[config.mk]
export PLATFORM = sky130hd
export DESIGN_NAME = uart_rx_ctrl_flat
export DESIGN_NICKNAME = d
export VERILOG_FILES = /design/src/rtl/uart_rx_ctrl_if.sv /design/src/rtl/uart_rx_ctrl.sv /design/src/flat_wrapper.sv
export SDC_FILE = /design/constraint.sdc
export NUM_CORES = 1
export LEC_CHECK = 0
export CAP_MARGIN = 25
export CORE_MARGIN = 3
export CORE_UTILIZATION = 40
export CTS_BUF_LIST = sky130_fd_sc_hd__clkbuf_4 sky130_fd_sc_hd__clkbuf_8
export CTS_CLUSTER_DIAMETER = 80
export DETAILED_ROUTE_END_ITERATION = 16
export GPL_TIMING_DRIVEN = 0
export SYNTH_ARGS = -nofsm -noshare
export SYNTH_HDL_FRONTEND = slang
export SYNTH_SLANG_ARGS = --single-unit
[constraint.sdc]
create_clock -name CLK -period 7.17 [get_ports CLK]
set_input_delay 1.0755 -clock CLK [delete_from_list [all_inputs] [get_ports CLK]]
set_output_delay 1.0755 -clock CLK [all_outputs]
set_load 0.005 [all_outputs]
[src/rtl/uart_rx_ctrl_if.sv]
// Serial-line and system-side signal bundle for the UART receive controller.
// The master side drives the line and frame configuration; the slave side is the receiver.
interface uart_rx_ctrl_if #(
    parameter int DATA_WIDTH = 8
);
    logic                  RX_IN;
    logic [5:0]            Prescale;
    logic                  PAR_EN;
    logic                  PAR_TYP;
    logic [DATA_WIDTH-1:0] P_DATA;
    logic                  data_valid;
    logic                  par_err;
    logic                  stp_err;

    modport master (
        output RX_IN, Prescale, PAR_EN, PAR_TYP,
        input  P_DATA, data_valid, par_err, stp_err
    );

    modport slave (
        input  RX_IN, Prescale, PAR_EN, PAR_TYP,
        output P_DATA, data_valid, par_err, stp_err
    );
endinterface

[src/rtl/uart_rx_ctrl.sv]
// UART receive controller: oversampled start detection, 3-sample majority vote,
// LSB-first deserialisation, optional parity and stop-bit checking.
module uart_rx_ctrl #(
    parameter int DATA_WIDTH = 8
) (
    input logic           CLK,
    input logic           RST,
    uart_rx_ctrl_if.slave bus
);
    localparam int BW = (DATA_WIDTH > 1) ? $clog2(DATA_WIDTH) : 1;
    localparam logic [BW-1:0] LAST_BIT = BW'(DATA_WIDTH - 1);

    typedef enum logic [2:0] {IDLE, START, DATA, PARITY, STOP} state_t;

    state_t                state_q, state_d;
    logic [5:0]            edge_q, edge_d;
    logic [5:0]            p_q, p_d;
    logic [BW-1:0]         bit_q, bit_d;
    logic [DATA_WIDTH-1:0] shift_q, shift_d;
    logic [DATA_WIDTH-1:0] p_data_q, p_data_d;
    logic [2:0]            samp_q, samp_d;
    logic                  pen_q, pen_d;
    logic                  ptyp_q, ptyp_d;
    logic                  par_flag_q, par_flag_d;
    logic                  data_valid_q, data_valid_d;
    logic                  par_err_q, par_err_d;
    logic                  stp_err_q, stp_err_d;

    logic [5:0] half;
    logic       last_edge;
    logic       sampled_bit;
    logic       stp_flag;
    logic       enter_start;

    always_comb begin
        state_d      = state_q;
        edge_d       = edge_q;
        p_d          = p_q;
        bit_d        = bit_q;
        shift_d      = shift_q;
        p_data_d     = p_data_q;
        samp_d       = samp_q;
        pen_d        = pen_q;
        ptyp_d       = ptyp_q;
        par_flag_d   = par_flag_q;
        data_valid_d = 1'b0;
        par_err_d    = 1'b0;
        stp_err_d    = 1'b0;
        stp_flag     = 1'b0;
        enter_start  = 1'b0;

        half        = {1'b0, p_q[5:1]};
        last_edge   = (edge_q == p_q - 6'd1);
        sampled_bit = (samp_q[0] & samp_q[1]) | (samp_q[0] & samp_q[2]) | (samp_q[1] & samp_q[2]);

        if (state_q != IDLE) begin
            edge_d = last_edge ? '0 : edge_q + 6'd1;
            if (edge_q == half - 6'd1) samp_d[0] = bus.RX_IN;
            if (edge_q == half)        samp_d[1] = bus.RX_IN;
            if (edge_q == half + 6'd1) samp_d[2] = bus.RX_IN;
        end

        case (state_q)
            IDLE: begin
                if (!bus.RX_IN) enter_start = 1'b1;
            end
            START: begin
                if (last_edge) begin
                    state_d = sampled_bit ? IDLE : DATA;
                    bit_d   = '0;
                end
            end
            DATA: begin
                if (last_edge) begin
                    shift_d = {sampled_bit, shift_q[DATA_WIDTH-1:1]};
                    if (bit_q == LAST_BIT) begin
                        bit_d   = '0;
                        state_d = pen_q ? PARITY : STOP;
                    end else begin
                        bit_d = bit_q + 1'b1;
                    end
                end
            end
            PARITY: begin
                if (last_edge) begin
                    if (sampled_bit != ((^shift_q) ^ ptyp_q)) par_flag_d = 1'b1;
                    state_d = STOP;
                end
            end
            STOP: begin
                if (last_edge) begin
                    stp_flag     = ~sampled_bit;
                    par_err_d    = par_flag_q;
                    stp_err_d    = stp_flag;
                    data_valid_d = ~par_flag_q & ~stp_flag;
                    if (~par_flag_q & ~stp_flag) p_data_d = shift_q;
                    // A low line on the closing edge is already the next start bit.
                    if (!bus.RX_IN) enter_start = 1'b1;
                    else            state_d     = IDLE;
                end
            end
            default: state_d = IDLE;
        endcase

        if (enter_start) begin
            state_d    = START;
            edge_d     = '0;
            p_d        = (bus.Prescale == 6'd8 || bus.Prescale == 6'd16 || bus.Prescale == 6'd32)
                         ? bus.Prescale : 6'd8;
            pen_d      = bus.PAR_EN;
            ptyp_d     = bus.PAR_TYP;
            par_flag_d = 1'b0;
        end
    end

    always_ff @(posedge CLK or negedge RST) begin
        if (!RST) begin
            state_q      <= IDLE;
            edge_q       <= '0;
            p_q          <= 6'd8;
            bit_q        <= '0;
            shift_q      <= '0;
            p_data_q     <= '0;
            samp_q       <= '0;
            pen_q        <= 1'b0;
            ptyp_q       <= 1'b0;
            par_flag_q   <= 1'b0;
            data_valid_q <= 1'b0;
            par_err_q    <= 1'b0;
            stp_err_q    <= 1'b0;
        end else begin
            state_q      <= state_d;
            edge_q       <= edge_d;
            p_q          <= p_d;
            bit_q        <= bit_d;
            shift_q      <= shift_d;
            p_data_q     <= p_data_d;
            samp_q       <= samp_d;
            pen_q        <= pen_d;
            ptyp_q       <= ptyp_d;
            par_flag_q   <= par_flag_d;
            data_valid_q <= data_valid_d;
            par_err_q    <= par_err_d;
            stp_err_q    <= stp_err_d;
        end
    end

    assign bus.P_DATA     = p_data_q;
    assign bus.data_valid = data_valid_q;
    assign bus.par_err    = par_err_q;
    assign bus.stp_err    = stp_err_q;
endmodule

[src/flat_wrapper.sv]
// flat-port wrapper written by rule: the top's interface ports become plain ports
module uart_rx_ctrl_flat 
#(
    parameter int DATA_WIDTH = 8
)
  (CLK, RST, bus_RX_IN, bus_Prescale, bus_PAR_EN, bus_PAR_TYP, bus_P_DATA, bus_data_valid, bus_par_err, bus_stp_err);
  uart_rx_ctrl_if #(.DATA_WIDTH(DATA_WIDTH)) bus_i ();
  input logic CLK;
  input logic RST;
  input wire logic [$bits(bus_i.RX_IN)-1:0] bus_RX_IN;
  input wire logic [$bits(bus_i.Prescale)-1:0] bus_Prescale;
  input wire logic [$bits(bus_i.PAR_EN)-1:0] bus_PAR_EN;
  input wire logic [$bits(bus_i.PAR_TYP)-1:0] bus_PAR_TYP;
  output wire logic [$bits(bus_i.P_DATA)-1:0] bus_P_DATA;
  output wire logic [$bits(bus_i.data_valid)-1:0] bus_data_valid;
  output wire logic [$bits(bus_i.par_err)-1:0] bus_par_err;
  output wire logic [$bits(bus_i.stp_err)-1:0] bus_stp_err;
  assign bus_i.RX_IN = bus_RX_IN;
  assign bus_i.Prescale = bus_Prescale;
  assign bus_i.PAR_EN = bus_PAR_EN;
  assign bus_i.PAR_TYP = bus_PAR_TYP;
  assign bus_P_DATA = bus_i.P_DATA;
  assign bus_data_valid = bus_i.data_valid;
  assign bus_par_err = bus_i.par_err;
  assign bus_stp_err = bus_i.stp_err;
  uart_rx_ctrl #(.DATA_WIDTH(DATA_WIDTH)) u_core (.CLK(CLK), .RST(RST), .bus(bus_i));
endmodule
==> Yosys cells after proc, flatten, opt, wreduce, memory -nomap -nowiden <==
Cells that the tools add are included.
{ "op_classes": {"n_addsub": 5, "n_mul": 0, "div_mod_pow": 0, "magnitude_cmp": 0, "eq_ne": 22, "n_shift": 0, "mux": 31, "bitwise": 9, "reduce_logical": 18} }
{ "ops": {"columns": ["operator", "count"], "rows": [
  ["$mux W3", 11],
  ["$mux W6", 4],
  ["$eq A6 B6 Y1", 3],
  ["$ne A3 B1 Y1 const B", 5],
  ["$pmux W3 S5", 1],
  ["$mux W1", 12],
  ["$reduce_bool A2 Y1", 5],
  ["$reduce_and A3 Y1", 3],
  ["$reduce_and A2 Y1", 4],
  ["$reduce_xor A8 Y1", 1],
  ["$reduce_and A7 Y1", 1],
  ["$add A5 B1 Y6 const B", 1],
  ["$add A6 B1 Y6 const B", 1],
  ["$eq A3 B2 Y1 const B", 2],
  ["$eq A3 B3 Y1 const B", 2],
  ["$eq A6 B4 Y1 const B", 1],
  ["$eq A6 B5 Y1", 1],
  ["$eq A6 B5 Y1 const B", 1],
  ["$eq A6 B6 Y1 const B", 1],
  ["$ne A2 B1 Y1 const B", 3],
  ["$pmux W3 S2", 1],
  ["$sub A5 B1 Y6 const B", 1],
  ["$sub A6 B1 Y6 const B", 1],
  ["$and A1 B1 Y1", 4],
  ["12 further kinds", 15]
]} }
{ "totals": {"reg_bits": 43, "latchBits": 0, "mem_bits_rw": 0, "mem_bits_ro": 0, "inputBits": 11, "output_inout_bits": 11, "wordCells": 100, "memories": 0} }

==> Longest topological paths before layout <==
Gate-level depths: netlist of the first run.
{ "logic_depth": {"word_depth": 8, "ltp_mapped": 9, "depth_no_buf": 7} }

==> Worst setup path before layout of the first run <==
Ideal clock, no wire load.
{ "synth_path": {"path_type": "register to register", "from": "register u_core.p_q[2]", "to": "register u_core.shift_q[0]", "setup_ns": 0.125, "arrival_time_ns": 2.340, "required_time_ns": 7.045, "setup_slack_ns": 4.705, "path_stages_with_launch": 10, "path_cell_list": "dfrtp_1 > buf_2 > inv_1 > ha_1 > a21boi_0 > and3_1 > o211ai_1 > or4_1 > buf_6 > mux2_4"} }
{ "synth_via": {"elab_chain_len": 3} }
{ "synth_lines": {"columns": ["item", "line", "rtl"], "rows": [
  ["start, declared", "uart_rx_ctrl.sv:17", "logic [5:0] p_q, p_d;"],
  ["start signal, assigned", "uart_rx_ctrl.sv:134", "p_q <= p_d;"],
  ["$sub A6 B1 Y6", "uart_rx_ctrl.sv:53", "last_edge = (edge_q == p_q - 6'd1);"],
  ["$eq A6 B6 Y1", "uart_rx_ctrl.sv:53", null],
  ["$reduce_and A2 Y1 (no source line)", null, null],
  ["end signal, assigned", "uart_rx_ctrl.sv:136", "shift_q <= shift_d;"],
  ["end, declared", "uart_rx_ctrl.sv:19", "logic [DATA_WIDTH-1:0] shift_q, shift_d;"]
]} }
No other way between the ends.
A chain may end at the register's enable or synchronous reset.

==> Worst setup path after layout of the first run <==
{ "layout_path": {"from": "register u_core.p_q[2]", "to": "register u_core.ptyp_q"} }
{ "layout_via": {"elab_chain_len": 4} }
{ "layout_lines": {"columns": ["item", "line", "rtl"], "rows": [
  ["$sub A6 B1 Y6", "uart_rx_ctrl.sv:53", null],
  ["$eq A6 B6 Y1", "uart_rx_ctrl.sv:53", null],
  ["$mux W1", "uart_rx_ctrl.sv:91", "if (last_edge) begin"],
  ["$pmux W1 S2", "uart_rx_ctrl.sv:63", "case (state_q)"],
  ["end signal, assigned", "uart_rx_ctrl.sv:140", "ptyp_q <= ptyp_d;"],
  ["end, declared", "uart_rx_ctrl.sv:23", "logic ptyp_q, ptyp_d;"]
]} }
No other way between the ends.

==> flow_metrics.tcl, run 1 <==
set metrics [dict create \
    cts_sinks 43 \
    post_cts_resize_count 0 \
    synth_edf_count 0 \
    arrival_ps 3190 \
    skew_ps 6.33 \
    async_flop_share_pct 100 \
    wl_met2_mm 2.40 \
    ant_nets 0 \
    grt_pass1_vias 1841 \
    ys_seq_elements 43 \
    fin_tns_setup_ps 0 \
    synth-compound-area-share_pct 10.2 \
    slew_headroom_pct 54.8 \
    area_growth_syn_to_layout_pct 16.9 \
    die_y_um 85.8 \
    cts_max_path_buffers 2 \
    ys.flop_type "dfrtp_1" \
    antennaDiodeCount 0 \
    grt_pass1_wl_mm 9.10 \
    design_area_sq_um 2980 \
    synth_top_family_by_area "simple AND/OR/NAND/NOR gates" \
    rsz0062_at_grt "no" \
    yosysSeqAreaShare_pct 42.3 \
    maxCapViolations 0 \
    syn_inst 243 \
    r2r_slack_ps 4170 \
    cts_root_buf "clkbuf_8" \
    cts_tree "yes" \
    gr-total-overflow 0 \
    hold_viol_final 0 \
    cts_setup_buffers 0 \
    core_sq_um 6060 \
    globalplace.congestion 0.820 \
    rows 28 \
    worst_pin_slew_ps 675 \
    route.met3.wl_um 166 \
    dpl-instance-area_sq_um 2870 \
    clk_latency_ps 300 \
    drt-total-wl_mm 5.24 \
    die_w_um 85.8 \
    initial_core_util_pct 42.0 \
    cts_hold_buf 0 \
    period_needed_ps 3000 \
    synth_top_area_share_pct 41.3 \
    power_leakage_nw 1.28 \
    endpoint_kind "flop" \
    synth_fp_nets 261 \
    grt_max_degree 32 \
    first_pass_iters 4 \
    routedWlPerCell_um 15.1 \
    power.density_nw_per_um2 304 \
    fin_nets 290 \
    highest_layer "met4" \
    postSynthAreaPerCell_sq_um 10.5 \
    max_freq_mhz 333 \
    synth_xor_area_share_pct 10.7 \
    remaining_drc_errors 0 \
    synthTopCellsByArea "dfrtp_1 41%, mux2_2 6.2%, xnor2_1 6.2%" \
    hpwlAfterDp_mm 3.79 \
    wl_met1_mm 2.62 \
    clkTransAtPathRegs_ps 90 \
    yosys.area_share.simple_pct 16.5 \
    worst_ep_required_time_ps 7360 \
    track_usage_pct 15.4 \
    start_kind "flop" \
    slew_viol_final 0 \
    vias_per_cell 5.38 \
    cts_inserted_buffers 5 \
    ir_drop_uv 139 \
    dr_total_vias 1872 \
    port_buffers 21 \
    hp-class "flop to flop" \
    yosysTopAreaCell "dfrtp_1" \
    min_period_over_period_pct 41.9 \
    status "finished clean" \
    ys_types 51 \
    finalSetupViolations 0 \
    antenna_found_initial 0 \
    htreeDepth 2 \
    synth_fa_ha_area_share_pct 3.83 \
    ios 22 \
    die_area_sq_um 7360 \
    drive_gt1_share_pct 16.8 \
    crit_fanout 10 \
    muxShareOfSynthArea_pct 11.7 \
    syn-cell-area_sq_um 2550 \
    yosys_warnings 0 \
    first_iter_violations 117 \
    total_power_w 0.000906 \
    path_class "flop to flop" \
]
==> area by class of cell <==
cell class / count / area [sq um]
plain buffers: 16 / 85.1
repair buffers: 22 / 225
fillers: 567 / 3080
clock buffers: 5 / 68.8
inverters: 10 / 37.5
clock inverters: 3 / 43.8
well taps: 75 / 93.8
flip-flops and latches: 43 / 1080
multi-input cells: 174 / 1350
==> report_power, final <==
part           switching (W)  internal, W  total [W]
logic               0.000222     0.000170   0.000392
registers          0.0000349     0.000288   0.000323
clock network      0.0000866     0.000104   0.000190
==> state kept, by name, indices dropped and copies added, names as in the netlist, 3 cells and up <==
register,flops
u_core.samp_q,3
u_core.edge_q,6
u_core.p_q,6
u_core.state_q,3
u_core.shift_q,8
u_core.bus.P_DATA,8
u_core.bit_q,3
==> cell usage after synthesis, types with 3 or more instances <==
master	count
a221o_1	3
and2_1	5
buf_2	3
clkbuf_1	8
dfrtp_1	42
ha_1	7
inv_1	10
mux2_2	14
mux2_4	8
nand2_1	17
nand2b_1	4
nand3_1	5
nor2_1	13
nor2b_1	3
nor3_1	10
nor4_1	4
o211ai_1	5
o21ai_0	10
or4_1	5
xnor2_1	18
xor2_1	8
==> logic make-up (layout without fill, tap and decap cells) <==
kind of cell	after synthesis	in the layout
and+or+nand+nor	79	79
DFF	43	43
AOI/OAI and AO/OA	35	35
xor gates and xnor gates	28	28
buffers and inverters	26	56
muxes	24	24
adders and majority gates	8	8
==> critical path: stages, from the launching register on <==
cell and delay, ps:
dfrtp_1 390, buf_2 190, inv_1 110, ha_1 220, a21boi_0 380, and3_1 220, o211ai_1 180, buf_2 250
a21oi_2 550, mux2_2 410
==> cell usage in the layout (no fill, tap or decap), types with 2 or more instances in the layout <==
cell type | netlist | layout
nor2b_1 | 3 | 3
nor2_1 | 13 | 13
mux2i_1 | 2 | 2
xor2_1 | 8 | 8
clkbuf_8 | 0 | 5
and2_1 | 5 | 5
inv_1 | 10 | 10
clkbuf_2 | 2 | 2
o21ai_0 | 10 | 10
a31oi_1 | 2 | 2
a211o_1 | 2 | 2
dfrtp_1 | 42 | 42
mux2_2 | 14 | 14
or4_1 | 5 | 5
a21oi_1 | 2 | 2
a211oi_1 | 2 | 2
buf_6 | 2 | 2
a221o_1 | 3 | 3
nand3_1 | 5 | 5
buf_2 | 3 | 4
mux2_4 | 8 | 8
nand2b_1 | 4 | 4
nand2_1 | 17 | 17
and3_1 | 2 | 2
ha_1 | 7 | 7
nand4_1 | 2 | 2
xnor3_1 | 2 | 2
clkdlybuf4s50_1 | 0 | 20
clkbuf_1 | 8 | 8
nor4_1 | 4 | 4
nor3_1 | 10 | 10
nor3b_1 | 2 | 2
o211ai_1 | 5 | 5
xnor2_1 | 18 | 18
==> through the flow <==
stage               util (%)  setup WS [ps]  hold WS [ps]  std cells
finish                  49.2           4170           444        348
global route            49.2           3940           487        348
CTS                     49.2           4150           451        348
detailed placement      47.3           4160           434        340
global placement        47.0           3790           439        339
floorplan                  -           4710           411        243
==> path summary, 6_finish.rpt <==
path,startpoint,to,depth (start not counted)
worst max-delay path,u_core.p_q[2],u_core.ptyp_q,9
worst min-delay path,u_core.par_flag_q,u_core.bus.data_valid,1
worst max register to register,u_core.p_q[2],u_core.ptyp_q,9
worst min register to register,u_core.par_flag_q,u_core.bus.data_valid,1
max in group asynchronous,RST,u_core.bus.par_err,2
min in group asynchronous,RST,u_core.p_q[4],1
==> per-layer routing <==
| layer | up-vias | GRT usage (%) |
|---|---|---|
| met5 | - | 0 |
| met4 | 0 | 4.32 |
| met3 | 5 | 2.98 |
| met2 | 32 | 24.3 |
| met1 | 919 | 21.7 |
| li1 | 916 | - |
(Power assumes the default switching activity.)
==> run 2: changes to the inputs <==
clock period = 2.8 ns   (was 7.17 ns; I/O delays follow)
==> flow_metrics.tcl, run 2 (synthesis gave the netlist of run 1 again) <==
set metrics [dict create \
    finalSetupViolations 0 \
    dpl-instance-area_sq_um 2870 \
    multiInputGateArea_sq_um 1370 \
    hold_viol_final 0 \
    initial_core_util_pct 42.0 \
    ios 22 \
    path_class "flop to flop" \
    cts_root_buf "clkbuf_8" \
    rsz0062_at_grt "no" \
    vias_per_cell 5.22 \
    routedWlPerCell_um 15.2 \
    mostFrequentLayoutCells "41 x dfrtp_1, 20 x clkdlybuf4s50_1, 18 x xnor2_1" \
    endpoint_kind "flop" \
    regArea_sq_um 1080 \
    cts_inserted_buffers 5 \
    period_needed_ps 2630 \
    core_sq_um 6060 \
    cts_sinks 43 \
    fin_tns_setup_ps 0 \
    antennaDiodeCount 0 \
    cts_tree "yes" \
    globalplace.congestion 0.820 \
    slew_viol_final 0 \
    area_growth_syn_to_layout_pct 19.4 \
    antenna_found_initial 0 \
    grt_max_degree 32 \
    die_area_sq_um 7360 \
    skew_ps 8.45 \
    die_w_um 85.8 \
    clkTransAtPathRegs_ps 80 \
    fill_cells 561 \
    hp-class "primary input to async pin" \
    die_y_um 85.8 \
    fin_nets 295 \
    power.density_nw_per_um2 785 \
    ant_nets 0 \
    start_kind "flop" \
    whs_ps 16.7 \
    grt_pass1_wl_mm 9.12 \
    max_freq_mhz 380 \
    power_leakage_nw 1.32 \
    ir_drop_uv 362 \
    status "finished clean" \
    first_pass_iters 6 \
    crit_fanout 8 \
    worst_ep_required_time_ps 2990 \
    final_util_pct 50.2 \
    grt_pass1_vias 1848 \
    dr_total_vias 1843 \
    drive_gt1_share_pct 19.1 \
    track_usage_pct 15.5 \
    design_area_sq_um 3040 \
    port_buffers 21 \
    hpwlAfterDp_mm 3.79 \
    first_iter_violations 110 \
    cts_max_path_buffers 2 \
    worst_pin_slew_ps 557 \
    maxCapViolations 0 \
    final_common_cell "dfrtp_1" \
    rows 28 \
    clk_latency_ps 300 \
    gr-total-overflow 0 \
    arrival_ps 2820 \
    slew_headroom_pct 62.6 \
    drt-total-wl_mm 5.35 \
    htreeDepth 2 \
    remaining_drc_errors 0 \
    min_period_over_period_pct 94.0 \
]
[run 2: area by class of cell]
cell class / count / share of cell area [%]
tap: 75 / 3.09
inverter: 10 / 1.23
timing repair buffer: 27 / 8.76
sequential: 43 / 35.5
buffer: 16 / 2.88
clock inverter: 3 / 1.44
clock buffer: 5 / 2.26
multi-input combinational: 174 / 44.9
[run 2: worst paths after layout]
kind,cells past startpoint,slack [ps],end,start
worst max-delay path,10,170,u_core.shift_q[0],u_core.p_q[2]
worst min-delay path,1,20,u_core.p_q[4],RST
worst max register to register,10,170,u_core.shift_q[0],u_core.p_q[2]
worst min register to register,1,450,u_core.bus.data_valid,u_core.par_flag_q
max in group asynchronous,2,2300,u_core.p_q[1],RST
min in group CLK,1,450,u_core.bus.data_valid,u_core.par_flag_q
[run 2: timing repair]
action | CTS | global route
resized for setup | 2 | 5
gates cloned | 0 | 1
pin swaps | 1 | 1
endpoints found under the setup margin | 16 | 23
hold buffers | 0 | 0
setup buffers | 3 | 1
[run 2: layer usage]
layer,vias to the layer above,wire [um],track usage [%]
li1,920,-,-
met1,888,2660,21.8
met2,30,2470,24.3
met3,5,160,2.98
met4,0,51,4.32
met5,-,0,0
[run 2: report_power, final]
group | total, W | leakage (nW) | switching (W) | internal, W
clock | 0.000489 | 0.0581 | 0.000224 | 0.000266
combinational | 0.00107 | 0.693 | 0.000593 | 0.000477
sequential | 0.000829 | 0.570 | 0.0000903 | 0.000739
total | 0.00239 | 1.32 | 0.000907 | 0.00148
[run 2: per-stage QoR]
stage                     setup WS [ps]  instances  total power, W
after detailed placement           -193        340         0.00184
after global placement             -147        339         0.00182
after CTS                         -13.9        351         0.00235
after global routing               48.0        353         0.00255
final                               169        353         0.00239
after floorplan                     335        243         0.00159
[run 2: worst max-delay path, cell delays in order, from the launching register on]
cell      delay [ps]
dfrtp_1          390
buf_2            190
inv_1            110
ha_1             210
a21boi_2         230
and3_1           170
o211ai_1          90
buf_4            180
or4_1            480
buf_6            170
mux2_4           290
